--- config.mk ---
export PLATFORM = sky130hd
export DESIGN_NAME = vga_timing_gen
export DESIGN_NICKNAME = d
export VERILOG_FILES = /design/src/rtl/vga_pkg.sv /design/src/rtl/vga_axis_counter.sv /design/src/rtl/vga_timing_gen.sv
export SDC_FILE = /design/constraint.sdc
export NUM_CORES = 1
export LEC_CHECK = 0
export ABC_CLOCK_PERIOD_IN_PS = 19800
export BUFFER_PORTS_ARGS = -buffer_cell sky130_fd_sc_hd__buf_2
export CAP_MARGIN = 20
export CORE_MARGIN = 2
export CORE_UTILIZATION = 55
export CTS_CLUSTER_SIZE = 24
export DETAILED_ROUTE_END_ITERATION = 7
export GPL_TIMING_DRIVEN = 0
export HOLD_SLACK_MARGIN = 0.06
export PLACE_DENSITY = 0.74
export SYNTH_ARGS = -nofsm -noshare
export SYNTH_HDL_FRONTEND = slang
export SYNTH_SLANG_ARGS = --single-unit
--- constraint.sdc ---
create_clock -name clk_i -period 19.8 [get_ports clk_i]
set_clock_uncertainty 0.15 [all_clocks]
set_input_delay 0 -clock clk_i [delete_from_list [all_inputs] [get_ports clk_i]]
set_output_delay 0 -clock clk_i [all_outputs]
set_load 0.02 [all_outputs]
--- src/rtl/vga_pkg.sv ---
// Shared types, reset timing and helpers for the VGA timing generator.
package vga_pkg;

    localparam int unsigned VGA_X_W   = 12;
    localparam int unsigned VGA_Y_W   = 11;
    localparam int unsigned VGA_DIV_W = 4;

    // One complete timing description; loaded through the config port.
    typedef struct packed {
        logic [VGA_X_W-1:0]   h_res;
        logic [VGA_X_W-1:0]   h_fp;
        logic [VGA_X_W-1:0]   h_sync;
        logic [VGA_X_W-1:0]   h_bp;
        logic [VGA_Y_W-1:0]   v_res;
        logic [VGA_Y_W-1:0]   v_fp;
        logic [VGA_Y_W-1:0]   v_sync;
        logic [VGA_Y_W-1:0]   v_bp;
        logic [VGA_DIV_W-1:0] div;
        logic                 h_pol;
        logic                 v_pol;
    } vga_timing_t;

    localparam vga_timing_t VGA_640X480 = '{
        h_res: 12'd640, h_fp: 12'd16, h_sync: 12'd96, h_bp: 12'd48,
        v_res: 11'd480, v_fp: 11'd10, v_sync: 11'd2,  v_bp: 11'd33,
        div: 4'd1, h_pol: 1'b0, v_pol: 1'b0
    };

    // Pixels per line, at the horizontal field width.
    function automatic logic [VGA_X_W-1:0] h_total(input vga_timing_t t);
        return t.h_res + t.h_fp + t.h_sync + t.h_bp;
    endfunction

    // Lines per frame, at the vertical field width.
    function automatic logic [VGA_Y_W-1:0] v_total(input vga_timing_t t);
        return t.v_res + t.v_fp + t.v_sync + t.v_bp;
    endfunction

endpackage

--- src/rtl/vga_axis_counter.sv ---
// One timing axis: counts active, front porch, sync, back porch and wraps.
module vga_axis_counter #(
    parameter int unsigned W = 12
) (
    input  logic         clk_i,
    input  logic         rst_i,
    input  logic         advance,
    input  logic [W-1:0] res,
    input  logic [W-1:0] fp,
    input  logic [W-1:0] sync,
    input  logic [W-1:0] bp,
    input  logic         pol,
    output logic [W-1:0] cnt,
    output logic         wrap,
    output logic         sync_lvl,
    output logic         active
);

    logic [W-1:0] cnt_q;
    logic [W-1:0] sync_lo;
    logic [W-1:0] sync_hi;
    logic [W-1:0] last;
    logic         at_last;
    logic         in_sync;

    assign sync_lo = res + fp;
    assign sync_hi = sync_lo + sync;
    assign last    = sync_hi + bp - W'(1);
    assign at_last = (cnt_q == last);
    assign in_sync = (cnt_q >= sync_lo) && (cnt_q < sync_hi);

    // Position counter, steps once per advance and wraps after the back porch.
    always_ff @(posedge clk_i or posedge rst_i) begin
        if (rst_i) begin
            cnt_q <= '0;
        end else if (advance) begin
            cnt_q <= at_last ? '0 : cnt_q + W'(1);
        end
    end

    assign cnt      = cnt_q;
    assign wrap     = advance && at_last;
    assign sync_lvl = in_sync ? pol : ~pol;
    assign active   = (cnt_q < res);

endmodule

--- src/rtl/vga_timing_gen.sv ---
// Runtime-configurable VGA timing generator with frame-aligned config apply.
module vga_timing_gen
    import vga_pkg::*;
#(
    parameter int unsigned X_POS_W    = VGA_X_W,
    parameter int unsigned Y_POS_W    = VGA_Y_W,
    parameter int unsigned DIV_W      = VGA_DIV_W,
    parameter int unsigned SYNC_DELAY = 0,
    parameter vga_timing_t RESET_CFG  = VGA_640X480
) (
    input  logic               clk_i,
    input  logic               rst_i,
    input  logic               cfg_valid_i,
    output logic               cfg_ready_o,
    input  vga_timing_t        cfg_i,
    output logic               pixel_en_o,
    output logic               hsync_o,
    output logic               vsync_o,
    output logic [X_POS_W-1:0] pixel_x_o,
    output logic [Y_POS_W-1:0] pixel_y_o,
    output logic               visible_range_o,
    output logic               line_start_o,
    output logic               frame_start_o
);

    // {hsync, vsync, visible} while idle: syncs deasserted, outside active area.
    localparam logic [2:0] SYNC_IDLE = {~RESET_CFG.h_pol, ~RESET_CFG.v_pol, 1'b0};

    vga_timing_t        act_q;
    vga_timing_t        shd_q;
    logic               shd_full_q;
    logic               cfg_ready_q;
    logic [DIV_W-1:0]   div_cnt_q;
    logic               pixel_en;
    logic               cfg_accept;
    logic               apply;

    logic [X_POS_W-1:0] h_cnt;
    logic [Y_POS_W-1:0] v_cnt;
    logic               h_wrap;
    logic               v_wrap;
    logic               h_sync_lvl;
    logic               v_sync_lvl;
    logic               h_active;
    logic               v_active;

    logic [2:0]         sync_raw;
    logic [2:0]         sync_dly;
    logic [2:0]         sync_q;
    logic               pixel_en_q;
    logic [X_POS_W-1:0] pixel_x_q;
    logic [Y_POS_W-1:0] pixel_y_q;
    logic               line_start_q;
    logic               frame_start_q;

    assign pixel_en   = (div_cnt_q == DIV_W'(act_q.div));
    assign cfg_accept = cfg_valid_i && cfg_ready_q;
    assign apply      = v_wrap;

    // Clock divider producing the one-clock pixel enable.
    always_ff @(posedge clk_i or posedge rst_i) begin
        if (rst_i) begin
            div_cnt_q <= '0;
        end else if (pixel_en) begin
            div_cnt_q <= '0;
        end else begin
            div_cnt_q <= div_cnt_q + DIV_W'(1);
        end
    end

    // Shadow register and handshake; a word arriving on the apply cycle bypasses the shadow.
    always_ff @(posedge clk_i or posedge rst_i) begin
        if (rst_i) begin
            act_q       <= RESET_CFG;
            shd_q       <= '0;
            shd_full_q  <= 1'b0;
            cfg_ready_q <= 1'b1;
        end else if (cfg_accept) begin
            if (apply) begin
                act_q <= cfg_i;
            end else begin
                shd_q      <= cfg_i;
                shd_full_q <= 1'b1;
            end
            cfg_ready_q <= 1'b0;
        end else if (apply && shd_full_q) begin
            act_q       <= shd_q;
            shd_full_q  <= 1'b0;
            cfg_ready_q <= 1'b1;
        end else if (!cfg_ready_q && !shd_full_q) begin
            cfg_ready_q <= 1'b1;
        end
    end

    vga_axis_counter #(.W(X_POS_W)) u_h_axis (
        .clk_i    (clk_i),
        .rst_i    (rst_i),
        .advance  (pixel_en),
        .res      (X_POS_W'(act_q.h_res)),
        .fp       (X_POS_W'(act_q.h_fp)),
        .sync     (X_POS_W'(act_q.h_sync)),
        .bp       (X_POS_W'(act_q.h_bp)),
        .pol      (act_q.h_pol),
        .cnt      (h_cnt),
        .wrap     (h_wrap),
        .sync_lvl (h_sync_lvl),
        .active   (h_active)
    );

    vga_axis_counter #(.W(Y_POS_W)) u_v_axis (
        .clk_i    (clk_i),
        .rst_i    (rst_i),
        .advance  (h_wrap),
        .res      (Y_POS_W'(act_q.v_res)),
        .fp       (Y_POS_W'(act_q.v_fp)),
        .sync     (Y_POS_W'(act_q.v_sync)),
        .bp       (Y_POS_W'(act_q.v_bp)),
        .pol      (act_q.v_pol),
        .cnt      (v_cnt),
        .wrap     (v_wrap),
        .sync_lvl (v_sync_lvl),
        .active   (v_active)
    );

    assign sync_raw = {h_sync_lvl, v_sync_lvl, h_active && v_active};

    generate
        if (SYNC_DELAY == 0) begin : g_no_dly
            assign sync_dly = sync_raw;
        end else begin : g_dly
            logic [SYNC_DELAY-1:0][2:0] dly_q;

            // Pixel-enable delay line aligning syncs with downstream pixel latency.
            always_ff @(posedge clk_i or posedge rst_i) begin
                if (rst_i) begin
                    dly_q <= {SYNC_DELAY{SYNC_IDLE}};
                end else if (pixel_en) begin
                    dly_q[0] <= sync_raw;
                    for (int unsigned i = 1; i < SYNC_DELAY; i++) begin
                        dly_q[i] <= dly_q[i-1];
                    end
                end
            end

            assign sync_dly = dly_q[SYNC_DELAY-1];
        end
    endgenerate

    // Output registers, updated on pixel-enable clocks; strobes last one clock.
    always_ff @(posedge clk_i or posedge rst_i) begin
        if (rst_i) begin
            pixel_en_q    <= 1'b0;
            pixel_x_q     <= '0;
            pixel_y_q     <= '0;
            sync_q        <= SYNC_IDLE;
            line_start_q  <= 1'b0;
            frame_start_q <= 1'b0;
        end else begin
            pixel_en_q    <= pixel_en;
            line_start_q  <= pixel_en && (h_cnt == '0);
            frame_start_q <= pixel_en && (h_cnt == '0) && (v_cnt == '0);
            if (pixel_en) begin
                pixel_x_q <= h_cnt;
                pixel_y_q <= v_cnt;
                sync_q    <= sync_dly;
            end
        end
    end

    assign cfg_ready_o     = cfg_ready_q;
    assign pixel_en_o      = pixel_en_q;
    assign pixel_x_o       = pixel_x_q;
    assign pixel_y_o       = pixel_y_q;
    assign hsync_o         = sync_q[2];
    assign vsync_o         = sync_q[1];
    assign visible_range_o = sync_q[0];
    assign line_start_o    = line_start_q;
    assign frame_start_o   = frame_start_q;

endmodule

==> results of run 1 <==
-- tightest hold or removal path, delay by kind of cell --
family,cells,cell delay [ps]
buffers and inverters,2,630
muxes,1,110
-- worst min path at each step --
| stage | from | slack, ps | cells past startpoint | end |
|---|---|---|---|---|
| detailed placement | rst_i | -30 | 2 | shd_q[79] |
| floorplan | cfg_i[10] | -20 | 1 | shd_q[10] |
| finish | cfg_i[7] | 90 | 3 | shd_q[7] |
| global route | cfg_i[7] | 90 | 3 | shd_q[7] |
| CTS | cfg_i[7] | 60 | 3 | shd_q[7] |
| global placement | cfg_i[11] | 80 | 2 | shd_q[11] |
-- final cells by class --
cell class	instances	area share
inverter	139	0.0278
buffer	59	0.0144
timing repair buffer	232	0.0898
multi-input combinational	1135	0.461
sequential	254	0.336
clock buffer	39	0.0400
tap	384	0.0253
clock inverter	10	0.00593
-- layout by cell type (no fill, tap or decap), types with 4 or more instances in the layout --
master | netlist | final
sky130_fd_sc_hd__nor3_1 | 14 | 14
sky130_fd_sc_hd__dfstp_2 | 20 | 20
sky130_fd_sc_hd__mux2i_1 | 90 | 90
sky130_fd_sc_hd__nor2_1 | 51 | 51
sky130_fd_sc_hd__dfrtp_1 | 234 | 234
sky130_fd_sc_hd__clkbuf_8 | 0 | 4
sky130_fd_sc_hd__nor4_1 | 13 | 13
sky130_fd_sc_hd__xnor2_1 | 56 | 56
sky130_fd_sc_hd__o2bb2ai_1 | 4 | 4
sky130_fd_sc_hd__nor2b_1 | 7 | 7
sky130_fd_sc_hd__ha_1 | 150 | 150
sky130_fd_sc_hd__dlygate4sd3_1 | 0 | 100
sky130_fd_sc_hd__nand2b_1 | 16 | 16
sky130_fd_sc_hd__clkinv_2 | 0 | 4
sky130_fd_sc_hd__o21bai_1 | 14 | 14
sky130_fd_sc_hd__o211ai_1 | 9 | 9
sky130_fd_sc_hd__a21o_1 | 19 | 19
sky130_fd_sc_hd__mux2_1 | 9 | 9
sky130_fd_sc_hd__nand3_1 | 29 | 29
sky130_fd_sc_hd__inv_1 | 138 | 137
sky130_fd_sc_hd__clkbuf_1 | 33 | 41
sky130_fd_sc_hd__o2111ai_1 | 4 | 4
sky130_fd_sc_hd__nand4_1 | 12 | 12
sky130_fd_sc_hd__a21oi_1 | 50 | 50
sky130_fd_sc_hd__a31oi_1 | 6 | 6
sky130_fd_sc_hd__clkbuf_16 | 0 | 27
sky130_fd_sc_hd__buf_2 | 18 | 148
sky130_fd_sc_hd__o21a_1 | 9 | 9
sky130_fd_sc_hd__fa_1 | 6 | 6
sky130_fd_sc_hd__nand2_1 | 250 | 250
sky130_fd_sc_hd__o21ai_0 | 59 | 59
sky130_fd_sc_hd__and3_1 | 4 | 4
sky130_fd_sc_hd__and2_1 | 5 | 5
sky130_fd_sc_hd__mux2_2 | 143 | 143
sky130_fd_sc_hd__a2111oi_0 | 4 | 4
sky130_fd_sc_hd__a211oi_1 | 12 | 12
sky130_fd_sc_hd__xor2_1 | 35 | 35
-- report_power, final --
part | internal, mW | switching [mW]
combinational | 0.153 | 0.128
sequential | 0.623 | 0.0517
clock | 0.293 | 0.210
-- flip-flops by register name, indices dropped and copies added (netlist names) --
name and flops:
div_cnt_q 4, pixel_y_o 11, act_q 98, u_h_axis.cnt 12, shd_full_q 1, u_v_axis.cnt 11
shd_q 98, frame_start_o 1, pixel_en_o 1, cfg_ready_o 1, line_start_o 1, pixel_x_o 12
sync_q 3
-- timing repair --
action	in CTS	in global routing
setup endpoints to repair	0	0
hold buffers	100	0
endpoints found under the hold margin	347	0
-- layer usage --
| metal | track usage | wire, um |
|---|---|---|
| met2 | 0.440 | 18400 |
| met4 | 0.0609 | 839 |
| met5 | 0 | 0 |
| met1 | 0.371 | 18300 |
| met3 | 0.0324 | 1890 |
-- stage by stage --
| step | area, um2 | worst slack, ps | util | hold WS [ps] |
|---|---|---|---|---|
| final | 19000 | 12160 | 0.664 | 86.3 |
| after global routing | 19000 | 11540 | 0.664 | 89.3 |
| after CTS | 19000 | 12240 | 0.664 | 64.4 |
| after detailed placement | 17100 | 12300 | 0.598 | -29.5 |
| after global placement | 17100 | 9880 | 0.596 | 78.2 |
| after floorplan | 15900 | 12700 | - | -18.3 |
-- cell families (layout without fill, tap and decap cells) --
family / after synthesis / in the layout / synth area share
simple gates: 420 / 420 / 0.116
flops: 254 / 254 / 0.400
mux: 243 / 243 / 0.165
compound gates: 223 / 223 / 0.0912
buf+inv: 198 / 479 / 0.0499
fa+ha+maj: 157 / 157 / 0.126
xor+xnor: 92 / 92 / 0.0514
==> results.env, run 1 <==
CRITICAL_PATH_CELL_COUNT=28
TRITONCTS.NUM_BUFFERS=27
ROWS=62
VIAS_PER_CELL=5.50
POST-ROUTE-PERIOD-UTIL=0.386
VIAS=12400
SYN_AREA_UM2=15900
GLOBALROUTE.TOTALOVERFLOW=0
IO_BUFFER_COUNT=130
NETLIST.AREA_LEADER.SHARE=0.367
SEQ_AREA_FRAC_SYNTH=0.400
VIAS_IN_THE_FIRST_GLOBAL_ROUTE=12400
SYNTH_ENABLE_FLOP_CELLS=0
SYNTH_FLOP_CELL='sky130_fd_sc_hd__dfrtp_1'
CRIT-REG2REG-CAPTURE='shd_q[11]'
CTS_MAX_PATH_BUFFERS=3
POST_CTS_SIZING=0
POST_LAYOUT_NONFILLER_INSTANCES=2252
SYNTHMOSTINSTANTIATEDCELL='sky130_fd_sc_hd__nand2_1'
REGAREA_UM2=6380
FMAX_ACHIEVED_GHz=0.131
SYNTH-SEQ-CELLS=254
WORST_PATH_DOMINANT_CELL_FAMILY='compound AO/OA/AOI/OAI gates'
TIMING_WORST_SLEW_PIN_VALUE_PS=961
TIMING.CRITICAL_PATH.TO_TYPE='flip-flop'
POSTSYNTHCELLCOUNT=1587
PATH_CLASS='flip-flop to flip-flop'
FIRST_PASS_ITERS=5
FRACTION_OF_FINAL_LAYOUT_CELLS_SIZED_BEYOND_DRIVE_STRENGTH_1=0.200
POWER.LEAKAGE_nW=9.34
NUMCLOCKSINKS=254
REPORT.FINAL.SLEW_VIOL_COUNT=0
CTS_SETUP_BUFFERS=0
GLOBAL_ROUTE.USAGE.TOTAL=0.264
TOP_LEVEL_PORTS=131
WORST-ENDPOINT-ARRIVAL_PS=7900
CP_DATA_REQUIRED_TIME_PS=20070
R2R.WORST_PATH.CELLS=28
MAX_SLEW_MARGIN=0.360
SYNTH_NETS=1844
MULTI_INPUT_LOGIC_AREA_UM2=8760
POWER_DENSITY_nW_PER_UM2=76.8
SYN_TO_FINAL_GROWTH_PCT=19.3
WORST_IR_DROP_VDD_V=0.0000715
CTS_MAX_LEVEL=1
FINALCRITICALPERIOD_PS=7640
POSTROUTEANTENNANETS=0
DIE_H_UM=174
NNETSFINAL=2105
GRT_SETUP_UNREPAIRED='no'
YS_ASYNC_SR_FRACTION=1.00
CLK_PIN_SLEW_PS=60
YOSYS_WARNINGS=0
CORE_UM2=28600
SYNTH.LARGEST_AREA_CELL='sky130_fd_sc_hd__dfrtp_1'
POSTSYNTHAREAPERCELL_UM2=10.0
SETUP_VIOLATIONS=0
CRITPATHLAUNCH='act_q[86]'
CRITICAL_PATH_CAPTURE_POINT='shd_q[11]'
DETAILED_PLACE_HPWL_MM=28.7
FINAL.FILL_COUNT=2176
SYNTH_COMMONEST_CELLS='250 x sky130_fd_sc_hd__nand2_1, 234 x sky130_fd_sc_hd__dfrtp_1, 150 x sky130_fd_sc_hd__ha_1'
STATUS='complete, no violations'
MAXCAPVIOLCOUNT=0
DRT_ITER0_DRC=848
GRT_FIRST_PASS_WIRELENGTH_MM=64.4
SETUP_TNS_PS=0
SYNTH_CELL_TYPE_COUNT=73
FIN_TOTAL_PWR_mW=1.46
CRITPATHMAXSTAGEDELAY_PS=610
ROUTED_WIRELENGTH_MM=39.4
ANTENNA-DIODE-COUNT=0
PLACE_INST=2103
WORST_SETUP_PATH_START_KIND='flip-flop'
CP_NUM_BUF_INV=3
CTS_TREE='yes'
SYNTH_AREA_LEADERS='sky130_fd_sc_hd__dfrtp_1 37%, sky130_fd_sc_hd__ha_1 12%, sky130_fd_sc_hd__mux2_2 10%, sky130_fd_sc_hd__nand2_1 5.9%, sky130_fd_sc_hd__mux2i_1 5.7%'
HOLD_VIOL_FINAL=0
SLOWEST_STAGE='sky130_fd_sc_hd__o31ai_4'
WORSTPATHMAXFANOUT=10
DIE_SPAN_IN_X_UM=174
INITIAL_CORE_UTILIZATION=0.557
WL_PER_CELL_UM=17.5
CLOCK_LATENCY_ON_THE_WORST_SKEW_PAIR_PS=540
PLACE.GP.CONGESTION=0.889
HOLDCRITPATHCLASS='input pin to flip-flop'
GRT_MAX_DEGREE=95
CLOCK-ROOT-BUFFER='sky130_fd_sc_hd__clkbuf_16'
REG_TO_REG_SLACK_SETUP_PS=12160
ANTENNA_FOUND_INITIAL=0
WORSTREG2REGSTART='act_q[86]'
DRC=0
FLOORPLAN.DIE_AREA_UM2=30400
Note: power is estimated with default switching activity, not from simulation.
==> run 2: changes to the inputs <==
ABC_CLOCK_PERIOD_IN_PS = 7200   (was 19800)
clock period = 7.2 ns   (was 19.8 ns; I/O delays follow)
==> run 2 against run 1 <==
First-iteration DRC count down 13%. Fmax up 14%. Clock power rose to 2.7 times the previous value. Design area up 0.38%. Core utilization up 0.25 points. Sequential power rose to 2.8 times the previous value. Sequential share of layout area down 0.13 points. Via count down 0.15%. Routed wire length down 0.15%. Register-to-register slack worse by 12000 ps. Cell count about the same. Worst hold slack about the same.
==> results.env, run 2 (same netlist as run 1, synthesis figures left out) <==
FRACTION_OF_FINAL_LAYOUT_CELLS_SIZED_BEYOND_DRIVE_STRENGTH_1=0.204
VIAS=12400
WL_PER_CELL_UM=17.5
GLOBAL_ROUTE.USAGE.TOTAL=0.265
HOLD_VIOL_FINAL=0
CTS_TREE='yes'
POWER.LEAKAGE_nW=9.38
WORST_IR_DROP_VDD_V=0.000197
R2R.WORST_PATH.CELLS=28
HOLDCRITPATHCLASS='input pin to flip-flop'
DRT_ITER0_DRC=741
CORE_UM2=28600
IO_BUFFER_COUNT=130
POWER.NET_SWITCHING_mW=1.07
DETAILED_PLACE_HPWL_MM=28.7
MAX_SLEW_MARGIN=0.364
ROWS=62
POWER.SHARE.SEQUENTIAL=0.462
AREA_POST_PLACEMENT_UM2=17100
FINISH.INSTANCE_AREA_UM2=19100
VIAS_IN_THE_FIRST_GLOBAL_ROUTE=12400
SETUP_VIOLATIONS=0
NUMCLOCKSINKS=254
MAXCAPVIOLCOUNT=0
PATH_CLASS='flip-flop to flip-flop'
INITIAL_CORE_UTILIZATION=0.557
ANTENNA_FOUND_INITIAL=0
FLOORPLAN.DIE_AREA_UM2=30400
WORST-ENDPOINT-ARRIVAL_PS=6950
POWER_DENSITY_nW_PER_UM2=211
SLOWEST_STAGE='sky130_fd_sc_hd__dfrtp_1'
PRE_CTS_SLACK_PS=-299
POSTROUTEANTENNANETS=0
FMAX_ACHIEVED_GHz=0.150
DRC=0
LAYOUT.CELLS.MOST_COMMON='sky130_fd_sc_hd__nand2_1'
FINAL.FILL_COUNT=2172
FIN_WS_PS=518
FINALCRITICALPERIOD_PS=6680
CLOCK_LATENCY_ON_THE_WORST_SKEW_PAIR_PS=540
WORST_SETUP_PATH_START_KIND='flip-flop'
INTPOWER_mW=2.94
DIE_SPAN_IN_X_UM=174
GRT_MAX_DEGREE=95
CRITPATHMAXSTAGEDELAY_PS=420
REPORT.FINAL.SLEW_VIOL_COUNT=0
WORSTHOLDPATHCELLS=3
STATUS='complete, no violations'
SYN_TO_FINAL_GROWTH_PCT=19.7
FINAL.HOLD.WORST_SLACK_PS=86.2
PLACE.GP.CONGESTION=0.889
CLOCK-ROOT-BUFFER='sky130_fd_sc_hd__clkbuf_16'
COMBPWRFRAC=0.193
ANTENNA-DIODE-COUNT=0
CP_DATA_REQUIRED_TIME_PS=7470
CTS_MAX_PATH_BUFFERS=3
TOP_LEVEL_PORTS=131
GRT_FIRST_PASS_WIRELENGTH_MM=64.4
SWSHARE=0.267
DIE_H_UM=174
CP_COMMON_CELL='sky130_fd_sc_hd__ha_1'
FIN_TOTAL_PWR_mW=4.02
TIMING.CRITICAL_PATH.TO_TYPE='flip-flop'
POWER.SHARE.CLOCK=0.345
NNETSFINAL=2107
WORSTPATHMAXFANOUT=10
GLOBALROUTE.TOTALOVERFLOW=0
BIGGESTREGSBYFLOPS='act_q (98), shd_q (98)'
FIRST_PASS_ITERS=6
CLK_PIN_SLEW_PS=60
POST-ROUTE-PERIOD-UTIL=0.928
TIMING_WORST_SLEW_PIN_VALUE_PS=954
LAYOUT.CELLS.MOST_COMMON_LIST='250 x sky130_fd_sc_hd__nand2_1, 234 x sky130_fd_sc_hd__dfrtp_1, 150 x sky130_fd_sc_hd__ha_1, 146 x sky130_fd_sc_hd__buf_2, 143 x sky130_fd_sc_hd__mux2_2'
TRITONCTS.NUM_BUFFERS=27
ROUTED_WIRELENGTH_MM=39.4
VIAS_PER_CELL=5.49
CTS_MAX_LEVEL=1
-- run 2: area by class of cell --
cell class,instances,area [um2],share of cell area
plain buffers,59,279,0.0146
clock buffers,39,761,0.0399
repair buffers,234,1730,0.0909
multi-input cells,1135,8800,0.461
clock inverters,10,113,0.00590
well taps,384,480,0.0252
flip-flops and latches,254,6380,0.334
inverters,139,529,0.0277
-- run 2: worst paths after layout --
path                                    from           end  slack [ps]
worst max-delay path               act_q[86]     act_q[80]         520
worst min register to register  pixel_y_o[3]  pixel_y_o[3]         320
max in group asynchronous              rst_i   cfg_ready_o        5100
worst max register to register     act_q[86]     act_q[80]         520
min in group asynchronous              rst_i     shd_q[79]         540
worst min-delay path               cfg_i[10]     shd_q[10]          90
-- run 2: power by group through the flow --
| stage | logic, mW | registers, mW | clock network, mW |
|---|---|---|---|
| after global placement | 0.696 | 1.85 | 0 |
| final | 0.777 | 1.86 | 1.38 |
| after detailed placement | 0.729 | 1.87 | 0 |
| after global routing | 0.871 | 1.89 | 1.47 |
| after floorplan | 0.556 | 1.83 | 0 |
| after CTS | 0.778 | 1.85 | 1.40 |
-- run 2: through the flow --
step | instances | util | setup TNS, ps
detailed placement | 2103 | 0.598 | -19760
finish | 2254 | 0.666 | 0
CTS | 2254 | 0.665 | 0
global route | 2254 | 0.666 | -69.9
global placement | 2101 | 0.596 | -634520
floorplan | 1587 | - | 0
-- run 2: critical path, delay by kind of cell (launching register included) --
family	cells	cell delay, ps
adder cells (fa/ha/maj)	4	1310
AO/OA/AOI/OAI	6	1030
multiplexers	2	730
buffers and inverters	3	610
AND/OR/NAND/NOR	9	1560
XOR/XNOR	4	740
flip-flops	1	420
-- run 2: what timing repair did --
item / in CTS / in global routing
endpoints found under the setup margin: 165 / 213
pin swaps: 1 / 4
hold buffers: 100 / 0
resized for setup: 1 / 12
endpoints found under the hold margin: 347 / 0
buffers inserted: 2 / 0
-- run 2: routing by layer --
| metal | GRT usage | routed length [um] |
|---|---|---|
| met1 | 0.371 | 18300 |
| met2 | 0.440 | 18400 |
| met3 | 0.0319 | 1840 |
| met4 | 0.0609 | 806 |
| met5 | 0 | 0 |
==> run 3: changes to the inputs <==
ABC_AREA = 1   (was default)
REMOVE_ABC_BUFFERS = 1   (was default)
SLEW_MARGIN = 30   (was default)
==> run 3 against run 2 <==
Die area rose by 7.4%. Count of clock-buffer cells in the layout rose by 6. Cell count rose by 33%. Via count rose by 31%. Non-clock buffer count fell by 43. Fmax rose by 2.9%. Sequential power barely moved. Total power rose by 1.4%. Flip-flop and latch count did not move. First-iteration DRC count rose by 71%. Global-route usage rose by 0.75 points. Critical path type unchanged.
==> results.env, run 3 <==
DRC=0
INITIAL_CORE_UTILIZATION=0.559
CRITPATHMAXSTAGEDELAY_PS=390
FIRST_PASS_ITERS=5
SYNTH_ENABLE_FLOP_CELLS=0
MAX_SLEW_MARGIN=0.447
TRITONCTS.NUM_BUFFERS=28
GLOBAL_ROUTE.USAGE.TOTAL=0.272
GRT_FIRST_PASS_WIRELENGTH_MM=74.7
SETUP_TNS_PS=0
SLOWEST_STAGE='sky130_fd_sc_hd__fa_1'
POSTSYNTHCELLCOUNT=2393
VIAS=16200
CLOCK-ROOT-BUFFER='sky130_fd_sc_hd__clkbuf_16'
WORST_SETUP_PATH_START_KIND='flip-flop'
TIMING.CRITICAL_PATH.TO_TYPE='flip-flop'
NETLIST.AREA_LEADER.SHARE=0.342
CP_COMMON_CELL='sky130_fd_sc_hd__nand2_1'
DRT_ITER0_DRC=1268
NNETSFINAL=2828
LAYOUT.CELLS.MOST_COMMON_LIST='986 x sky130_fd_sc_hd__nand2_1, 236 x sky130_fd_sc_hd__inv_1, 234 x sky130_fd_sc_hd__dfrtp_1, 194 x sky130_fd_sc_hd__nand3_1, 150 x sky130_fd_sc_hd__ha_1'
SYNTHMOSTINSTANTIATEDCELL='sky130_fd_sc_hd__nand2_1'
MAXCAPVIOLCOUNT=0
CTS_MAX_LEVEL=1
POSTCTSHOLDBUFS=100
HOLD_VIOL_FINAL=0
GRT_SETUP_UNREPAIRED='no'
IO_BUFFER_COUNT=130
SYNTH_CELL_TYPE_COUNT=42
HOLDCRITPATHCLASS='input pin to flip-flop'
LAYOUT.CELLS.MOST_COMMON='sky130_fd_sc_hd__nand2_1'
PATH_CLASS='flip-flop to flip-flop'
CLOCK_LATENCY_ON_THE_WORST_SKEW_PAIR_PS=560
ROWS=64
WORSTPATHMAXFANOUT=50
NUMCLOCKSINKS=254
YS_ASYNC_SR_FRACTION=1.00
YOSYS_WARNINGS=0
FRACTION_OF_FINAL_LAYOUT_CELLS_SIZED_BEYOND_DRIVE_STRENGTH_1=0.0891
BIGGESTREGSBYFLOPS='act_q (98), shd_q (98)'
POSTROUTEANTENNANETS=0
ANTENNA_FOUND_INITIAL=0
POST-ROUTE-PERIOD-UTIL=0.902
VIAS_PER_CELL=5.41
ROUTED_WIRELENGTH_MM=44.6
FINALCRITICALPERIOD_PS=6490
VIAS_IN_THE_FIRST_GLOBAL_ROUTE=15400
SEQ_AREA_FRAC_SYNTH=0.372
SYNTH_COMMONEST_CELLS='987 x sky130_fd_sc_hd__nand2_1, 237 x sky130_fd_sc_hd__inv_1, 234 x sky130_fd_sc_hd__dfrtp_1'
POWER_DENSITY_nW_PER_UM2=200
POSTSYNTHAREAPERCELL_UM2=7.16
SYN_AREA_UM2=17100
SETUP_VIOLATIONS=0
PLACE.GP.CONGESTION=0.863
DIE_H_UM=181
FINISH.INSTANCE_AREA_UM2=20300
CTS_MAX_PATH_BUFFERS=3
WORST-ENDPOINT-ARRIVAL_PS=6780
ANTENNA-DIODE-COUNT=0
POST_CTS_SIZING=0
FLOORPLAN.DIE_AREA_UM2=32600
CP_DATA_REQUIRED_TIME_PS=7490
TOP_LEVEL_PORTS=131
REPORT.FINAL.SLEW_VIOL_COUNT=0
SYNTH.LARGEST_AREA_CELL='sky130_fd_sc_hd__dfrtp_1'
SYN_TO_FINAL_GROWTH_PCT=18.6
CTS_SETUP_BUFFERS=0
GLOBALROUTE.TOTALOVERFLOW=0
CTS_TREE='yes'
GRT_MAX_DEGREE=103
CORE_UM2=30700
DIE_SPAN_IN_X_UM=181
DETAILED_PLACE_HPWL_MM=30.7
WL_PER_CELL_UM=14.9
CLK_PIN_SLEW_PS=60
STATUS='complete, no violations'
FMAX_ACHIEVED_GHz=0.154
SYNTH-SEQ-CELLS=254
TIMING_WORST_SLEW_PIN_VALUE_PS=828
SYNTH_AREA_LEADERS='sky130_fd_sc_hd__dfrtp_1 34%, sky130_fd_sc_hd__nand2_1 22%, sky130_fd_sc_hd__ha_1 11%, sky130_fd_sc_hd__nand3_1 5.7%, sky130_fd_sc_hd__inv_1 5.2%'
POWER.LEAKAGE_nW=11.4
FINAL.HOLD.WORST_SLACK_PS=73.5
AREA_POST_PLACEMENT_UM2=18400
SYNTH_FLOP_CELL='sky130_fd_sc_hd__dfrtp_1'
WORST_IR_DROP_VDD_V=0.000208
run 3: layer usage:
layer,GRT usage,share of wire
met5,0,0
met4,0.0568,0.015
met3,0.0352,0.064
met2,0.436,0.45
met1,0.396,0.47
run 3: final timing paths:
| kind | start | to | slack [ps] | cells past startpoint |
|---|---|---|---|---|
| max | act_q[86] | act_q[32] | 710 | 35 |
| min reg2reg | act_q[11] | act_q[11] | 320 | 2 |
| max reg2reg | act_q[86] | act_q[32] | 710 | 35 |
| min in group asynchronous | rst_i | shd_q[31] | 590 | 4 |
| min | cfg_i[87] | shd_q[87] | 70 | 4 |
| max in group asynchronous | rst_i | cfg_ready_o | 5410 | 5 |
run 3: per-stage QoR:
stage | setup WS (ps) | util | power, mW | cells
after floorplan | -1140 | - | 2.42 | 2291
after global placement | -4210 | 0.582 | 2.61 | 2817
after detailed placement | 868 | 0.601 | 2.64 | 2837
after CTS | 835 | 0.663 | 4.08 | 2989
after global routing | 215 | 0.663 | 4.32 | 2989
final | 707 | 0.663 | 4.07 | 2989
run 3: worst max-delay path, delay by kind of cell (launching register included):
kind,cells,cell delay (ps)
AO/OA/AOI/OAI,8,1270
buffers and inverters,7,900
flip-flops,1,370
adder cells (fa/ha/maj),5,1450
AND/OR/NAND/NOR,13,1670
XOR/XNOR,2,490
run 3: kinds of logic (layout without fill, tap and decap cells):
kind of cell	count (synthesis)	count (layout)	share of synthesized area
compound gates	161	161	0.0511
xor+xnor	64	64	0.0327
fa+ha+maj	156	156	0.117
buf+inv	344	544	0.0783
flops	254	254	0.372
simple gates	1414	1414	0.349
run 3: final cells by class:
| type | count | area (um2) |
|---|---|---|
| clock buffer | 45 | 856 |
| clock inverter | 7 | 37.5 |
| fill | 2564 | 10300 |
| inverter | 242 | 930 |
| multi-input combinational | 1795 | 9460 |
| sequential | 254 | 6380 |
| tap | 396 | 495 |
| timing repair buffer | 250 | 2170 |
run 3: where the power goes:
part	leakage, nW	switching (mW)	internal (mW)
Clock	0.442	0.594	0.809
Sequential	3.29	0.150	1.71
Combinational	7.62	0.470	0.337
Total	11.4	1.21	2.86
